==> src/rtl/openhw_cache_line_xfer.sv <==
// openhw_cache_line_xfer
//   Moves one cache line between a cache and a narrow bus, one beat at a
//   time. Fetches assemble the incoming beats in FetchBuffer. Writebacks
//   slice WritebackLine into beats.
//
// Ports
//   clk, reset     : single clock, asynchronous active-high reset
//   FlushStage     : blocks starting a new transfer (an active one is not aborted)
//   CacheBusRW     : [1] fetch request, [0] writeback request (writeback wins)
//   CacheBusAdr    : line address; offset bits ignored
//   WritebackLine  : line to write back, held stable by the cache
//   CacheBusAck    : one-cycle pulse when the whole line has moved
//   FetchBuffer    : assembled fetched line
//   BusReq/BusWrite/BusAdr/BusWData : beat request toward the bus
//   BusReady/BusRData               : beat completion and read data
module openhw_cache_line_xfer #(
    parameter int LINELEN = 512,
    parameter int BEATLEN = 64,
    parameter int PA_BITS = 32
) (
    input  logic               clk,
    input  logic               reset,
    input  logic               FlushStage,
    input  logic [1:0]         CacheBusRW,
    input  logic [PA_BITS-1:0] CacheBusAdr,
    input  logic [LINELEN-1:0] WritebackLine,
    output logic               CacheBusAck,
    output logic [LINELEN-1:0] FetchBuffer,
    output logic               BusReq,
    output logic               BusWrite,
    output logic [PA_BITS-1:0] BusAdr,
    output logic [BEATLEN-1:0] BusWData,
    input  logic               BusReady,
    input  logic [BEATLEN-1:0] BusRData
);

    localparam int BEATS    = LINELEN / BEATLEN;
    localparam int CNT_W    = $clog2(BEATS);
    localparam int BEAT_OFS = $clog2(BEATLEN / 8);

    // Byte offset within a line; these address bits are cleared on latch.
    localparam logic [PA_BITS-1:0] LINE_MASK = PA_BITS'(LINELEN / 8 - 1);
    localparam logic [CNT_W-1:0]   LAST_BEAT = CNT_W'(BEATS - 1);

    localparam logic [1:0] S_IDLE = 2'd0;
    localparam logic [1:0] S_XFER = 2'd1;
    localparam logic [1:0] S_DONE = 2'd2;

    logic [1:0]         state;
    logic [CNT_W-1:0]   beat_count;
    logic               dir_write;   // latched direction: 1 = writeback
    logic [PA_BITS-1:0] line_adr;

    logic start;
    logic beat_done;

    assign start     = (state == S_IDLE) && !FlushStage && (CacheBusRW != 2'b00);
    assign beat_done = (state == S_XFER) && BusReady;

    // Handshake outputs depend only on registered state so that the cache
    // request never reaches the bus combinationally.
    assign BusReq      = (state == S_XFER);
    assign BusWrite    = (state == S_XFER) && dir_write;
    assign CacheBusAck = (state == S_DONE);

    assign BusAdr   = line_adr | (PA_BITS'(beat_count) << BEAT_OFS);
    assign BusWData = WritebackLine[beat_count*BEATLEN +: BEATLEN];

    always_ff @(posedge clk or posedge reset) begin
        if (reset) begin
            state       <= S_IDLE;
            beat_count  <= '0;
            dir_write   <= 1'b0;
            line_adr    <= '0;
            FetchBuffer <= '0;
        end else begin
            case (state)
                S_IDLE: begin
                    if (start) begin
                        // Bit 0 selects writeback, so it wins when both are set.
                        dir_write  <= CacheBusRW[0];
                        line_adr   <= CacheBusAdr & ~LINE_MASK;
                        beat_count <= '0;
                        state      <= S_XFER;
                    end
                end
                S_XFER: begin
                    if (beat_done) begin
                        if (!dir_write)
                            FetchBuffer[beat_count*BEATLEN +: BEATLEN] <= BusRData;
                        if (beat_count == LAST_BEAT) begin
                            beat_count <= '0;
                            state      <= S_DONE;
                        end else begin
                            beat_count <= beat_count + 1'b1;
                        end
                    end
                end
                // Requests seen during the ack cycle wait for the next IDLE.
                S_DONE:  state <= S_IDLE;
                default: state <= S_IDLE;
            endcase
        end
    end

endmodule
==> config.mk <==
export PLATFORM = sky130hd
export DESIGN_NAME = openhw_cache_line_xfer
export DESIGN_NICKNAME = d
export VERILOG_FILES = /design/src/rtl/openhw_cache_line_xfer.sv
export SDC_FILE = /design/constraint.sdc
export NUM_CORES = 1
export LEC_CHECK = 0
export BUFFER_PORTS_ARGS = -buffer_cell sky130_fd_sc_hd__clkbuf_2
export CORE_AREA = 2 2 483 485
export CTS_CLUSTER_SIZE = 20
export DETAILED_ROUTE_END_ITERATION = 6
export DIE_AREA = 0 0 485 487
export HOLD_SLACK_MARGIN = 0.02
export SETUP_SLACK_MARGIN = 0.1
export SLEW_MARGIN = 5
export SYNTH_ARGS = -nofsm -noshare
export SYNTH_HDL_FRONTEND = slang
export SYNTH_SLANG_ARGS = --single-unit
==> constraint.sdc <==
create_clock -name clk -period 28.4 [get_ports clk]
set_input_delay 2.84 -clock clk [delete_from_list [all_inputs] [get_ports clk]]
set_output_delay 2.84 -clock clk [all_outputs]
set_load 0.02 [all_outputs]
---- Word-level counts from Yosys, hierarchy flattened ----
Cells that the tools add are included.
storage, ports and cells
  bits in registers ....................... 544
  input bits .............................. 614
  output and inout port bits .............. 611
operators by class
  $add $sub $neg .......................... 2
  equal/unequal tests ..................... 6
  shift-type cells ........................ 3
  mux-type cells .......................... 9
  bitwise logic cells ..................... 2
  reduce and logical (&&, ||, !) cells .... 12
operators with widths
  kind                                                      number
  bitwise mux 512 bit                                       1
  variable shift 64 x 34 -> 512 bit (first input constant)  1
  variable part select 512 x 10 -> 64 bit                   1
  variable part select 64 x 34 -> 512 bit                   1
  negation 9 -> 34 bit                                      1
  bitwise OR 32 x 6 -> 32 bit                               1
  2-to-1 mux 3 bit                                          3
  AND reduction 3 bit                                       3
  2-to-1 mux 2 bit                                          3
  case mux 3 bit (2 select lines)                           1
  logical AND 1 bit                                         4
  != test 2 x 1 -> 1 bit (second input constant)            2
  case mux 2 bit (2 select lines)                           1
  nonzero test 2 bit                                        2
  adder 3 x 1 -> 3 bit (second input constant)              1
  == test 3 bit (second input constant)                     1
  == test 2 x 1 -> 1 bit (second input constant)            1
  == test 2 bit (second input constant)                     1
  zero test 2 bit                                           1
  != test 2 bit (second input constant)                     1
  AND reduction 2 bit                                       1
  zero test 1 bit                                           1
  NOT 1 bit                                                 1

---- Depth between registers and ports, before layout ----
  depth in word-level cells ............... 5
  depth in mapped cells ................... 11
  gate-level depth less buffers ........... 6

---- Worst setup path after synthesis ----
No wires, ideal clock.
  kind .................................... in2out
  start ................................... in WritebackLine[247]
  end ..................................... out BusWData[55]
  arrival time ............................ 3.486 ns
  slack ................................... 22.074 ns
  stages .................................. 3
  cell sequence ........................... mux4_2 nand2_1 nand2_1
between the ends
  longest elaborated chain between the ends .. 1
RTL lines
  element                                  line  RTL
  from (decl)                              26    input logic [LINELEN-1:0] WritebackLine,
  variable part select 512 x 10 -> 64 bit  67    assign BusWData = WritebackLine[beat_count*BEATLEN +: BEATLEN];
  to (decl)                                32    output logic [BEATLEN-1:0] BusWData,
No other way between the ends.

---- Worst setup path after layout ----
  start ................................... reg beat_count[0]
  end ..................................... out BusWData[60]
between the ends
  longest elaborated chain between the ends .. 1
RTL lines
  element                                  line  RTL
  from (decl)                              50    logic [CNT_W-1:0] beat_count;
  from (signal assigned)                   95    beat_count <= beat_count + 1'b1;
  variable part select 512 x 10 -> 64 bit  67
No other way between the ends.

==> qor.yml <==
worst_hold_path:
  min_path_type: "reg -> reg"
route:
  drt-initial-drc-count: 1371
  routed_wl_um: 174000
  drc_errors: 0
  vias_per_cell: 3.54
  antenna_left: 0
  num_vias: 22100
  wl_per_cell_um: 27.9
  firstDrtPassIters: 5
placed_design:
  portBuffers: 1215
  place_hpwl_um: 145000
  gp_congestion: 1.01
synthesis:
  synth_area_leaders: "dfrtp_1 51%, mux2_2 18%, mux4_2 11%, nand2_1 3.3%, and2_1 3.2%"
  avgSynthCellArea_um2: 13.8
  synth_top_cell_by_area: "dfrtp_1"
  synth_top_area_share_pct: 51.2
  synthCells: 1931
  ys.warnings.count: 0
  ys_types: 38
  syn_area_um2: 26600
  synth_seq_cells: 544
  seq_area_frac_synth_pct: 51.2
worst_setup_path:
  crit_path_start_kind: "register"
  cp-end-kind: "output pin"
  worstSetupPathType: "reg -> out"
  cp.required_ps: 25560
  cp_max_fo: 38
  arrival_ps: 4240
sta:
  max_slew_margin_pct: 26.4
  post-route-period-util_pct: 24.9
  rsz0062_at_grt: "false"
  fin_skew_ps: 49.7
  hold_violations: 0
  max_freq_mhz: 141
  setup_viol: 0
  tightestPinTransition_ps: 1100
  fin_tns_setup_ps: 0
  final-max-slew-violation-count: 0
  finalCriticalPeriod_ps: 7080
global_routing:
  grt_pass1_wl_um: 224000
  antenna_found_initial: 113
  overflow: 0
  grt_usage_pct: 14.3
  grt_max_degree: 130
  grt_pass1_vias: 22900
clocking:
  postCtsSetupBuffers: 0
  postCtsResizedCells: 0
  insertion_delay_ps: 710
  numCtsBuffers: 66
  cts.sinks: 544
  root_buffer: "clkbuf_16"
  htreeDepth: 3
  clk_pin_slew_worst_paths_ps: 60
  clockBufferDepth: 3
  tritoncts: "built"
  hold_buffers: 0
floorplan:
  core-area_um2: 231000
  die_area_um2: 236000
  io_pins: 1225
  die_h_um: 487
  initial_utilization_pct: 11.5
  fp-row-count: 177
  die_x_um: 485
pwr:
  swShare_pct: 45.1
  p_sw_mw: 1.96
  ir_drop_uv: 72.9
  p_leak_nw: 20.0
  p_per_area_nw_per_um2: 113
  intPower_mw: 2.38
  sequentialPowerShare_pct: 28.6
  combPwrFrac_pct: 49.8
  clkPwrFrac_pct: 21.6
  power_mw: 4.34
final_layout:
  drive_above_1_share_pct: 63.1
  nets: 3729
  area_growth_pct: 44.9
  layout_common_cells: "1215 x clkbuf_2, 541 x dfrtp_1, 431 x mux2_2"
  final_common_cell: "clkbuf_2"
job:
  cap_viol_max_count: 0
outcome:
  status: "complete, no violations"
## flip-flops by register name (all words and copies together), names as in the netlist
register     cells
dir_write        1
beat_count       3
state            2
FetchBuffer    512
line_adr        26
## final cells by class
type                            count  area (µm²)
Sequential cell                   544       13600
Clock buffer                       89        1890
Fill cell                       25700      193000
Clock inverter                     28         519
Timing Repair Buffer             1252        6380
Multi-Input combinational cell   1198       12000
Tap cell                         3043        3810
Antenna cell                       57         143
Inverter                           46         183
## cell usage after synthesis (all sizes together)
| cell type | n |
|---|---|
| nor3b | 2 |
| conb | 1 |
| nor4b | 1 |
| nor3 | 1 |
| inv | 46 |
| mux2i | 42 |
| and3b | 7 |
| and4 | 2 |
| nand4 | 6 |
| buf | 82 |
| dfrtp | 544 |
| or2 | 1 |
| mux4 | 128 |
| or3 | 1 |
| o31ai | 3 |
| nand3b | 1 |
| nor4 | 2 |
| nor2 | 3 |
| and3 | 111 |
| mux2 | 497 |
| and2b | 1 |
| nor2b | 3 |
| a21o | 1 |
| clkbuf | 63 |
| and2 | 138 |
| nand2 | 237 |
| ha | 7 |
## cell families (layout without fill, tap and decap cells)
family | Yosys count | after routing | synth area share (%)
and+or+nand+nor | 517 | 517 | 10.3
adders and majority gates | 7 | 7 | 0.329
other | 1 | 60 | 0.0141
DFF | 544 | 544 | 51.2
buffers and inverters | 191 | 1415 | 3.94
muxes | 667 | 667 | 34.2
AOI/OAI and AO/OA | 4 | 4 | 0.113
## metal layers
layer  vias up  global-route usage, %  wire, µm
li1       9269                      -         -
met1     11300                   15.7     64600
met2      1201                   24.6     85000
met3       323                   4.40     13700
met4        24                   7.78     10900
met5         -                      0       154
## power by group through the flow
stage                     Sequential, mW  Combinational, mW  Clock, mW
final                               1.24               2.16      0.939
after global routing                1.28               2.28      0.992
after CTS                           1.24               2.20      0.965
after detailed placement            1.25               2.20          0
after global placement              1.23               2.18          0
after floorplan                     1.56              0.921          0
## path summary, 6_finish.rpt
path | slack, ps | cells past startpoint | endpoint | from
worst max-delay path | 21320 | 6 | BusWData[60] | beat_count[0]
min in group asynchronous | 2320 | 2 | FetchBuffer[168] | reset
max in group asynchronous | 22280 | 6 | FetchBuffer[385] | reset
worst min register to register | 490 | 1 | FetchBuffer[212] | FetchBuffer[212]
worst max register to register | 23650 | 9 | FetchBuffer[123] | beat_count[1]
worst min-delay path | 490 | 1 | FetchBuffer[212] | FetchBuffer[212]
## critical path, cell delays in order (launching register included)
cell and delay, ps:
dfrtp_4 740, buf_4 690, buf_4 710, mux4_2 720, nand2_1 120, nand2_1 160, clkbuf_2 210
## stage by stage
stage / utilization [%] / cells / cell area, µm² / setup WS, ps / hold WS [ps]
2_1_floorplan: - / 1933 / 26600 / 10350 / 511
3_3_place_gp: 15.6 / 6083 / 36000 / 21370 / 474
3_5_place_dp: 15.6 / 6083 / 36000 / 21360 / 484
4_1_cts: 16.6 / 6200 / 38400 / 21200 / 497
5_1_grt: 16.6 / 6228 / 38500 / 21050 / 509
6_report: 16.7 / 6257 / 38600 / 21320 / 495
(Power assumes the default switching activity.)
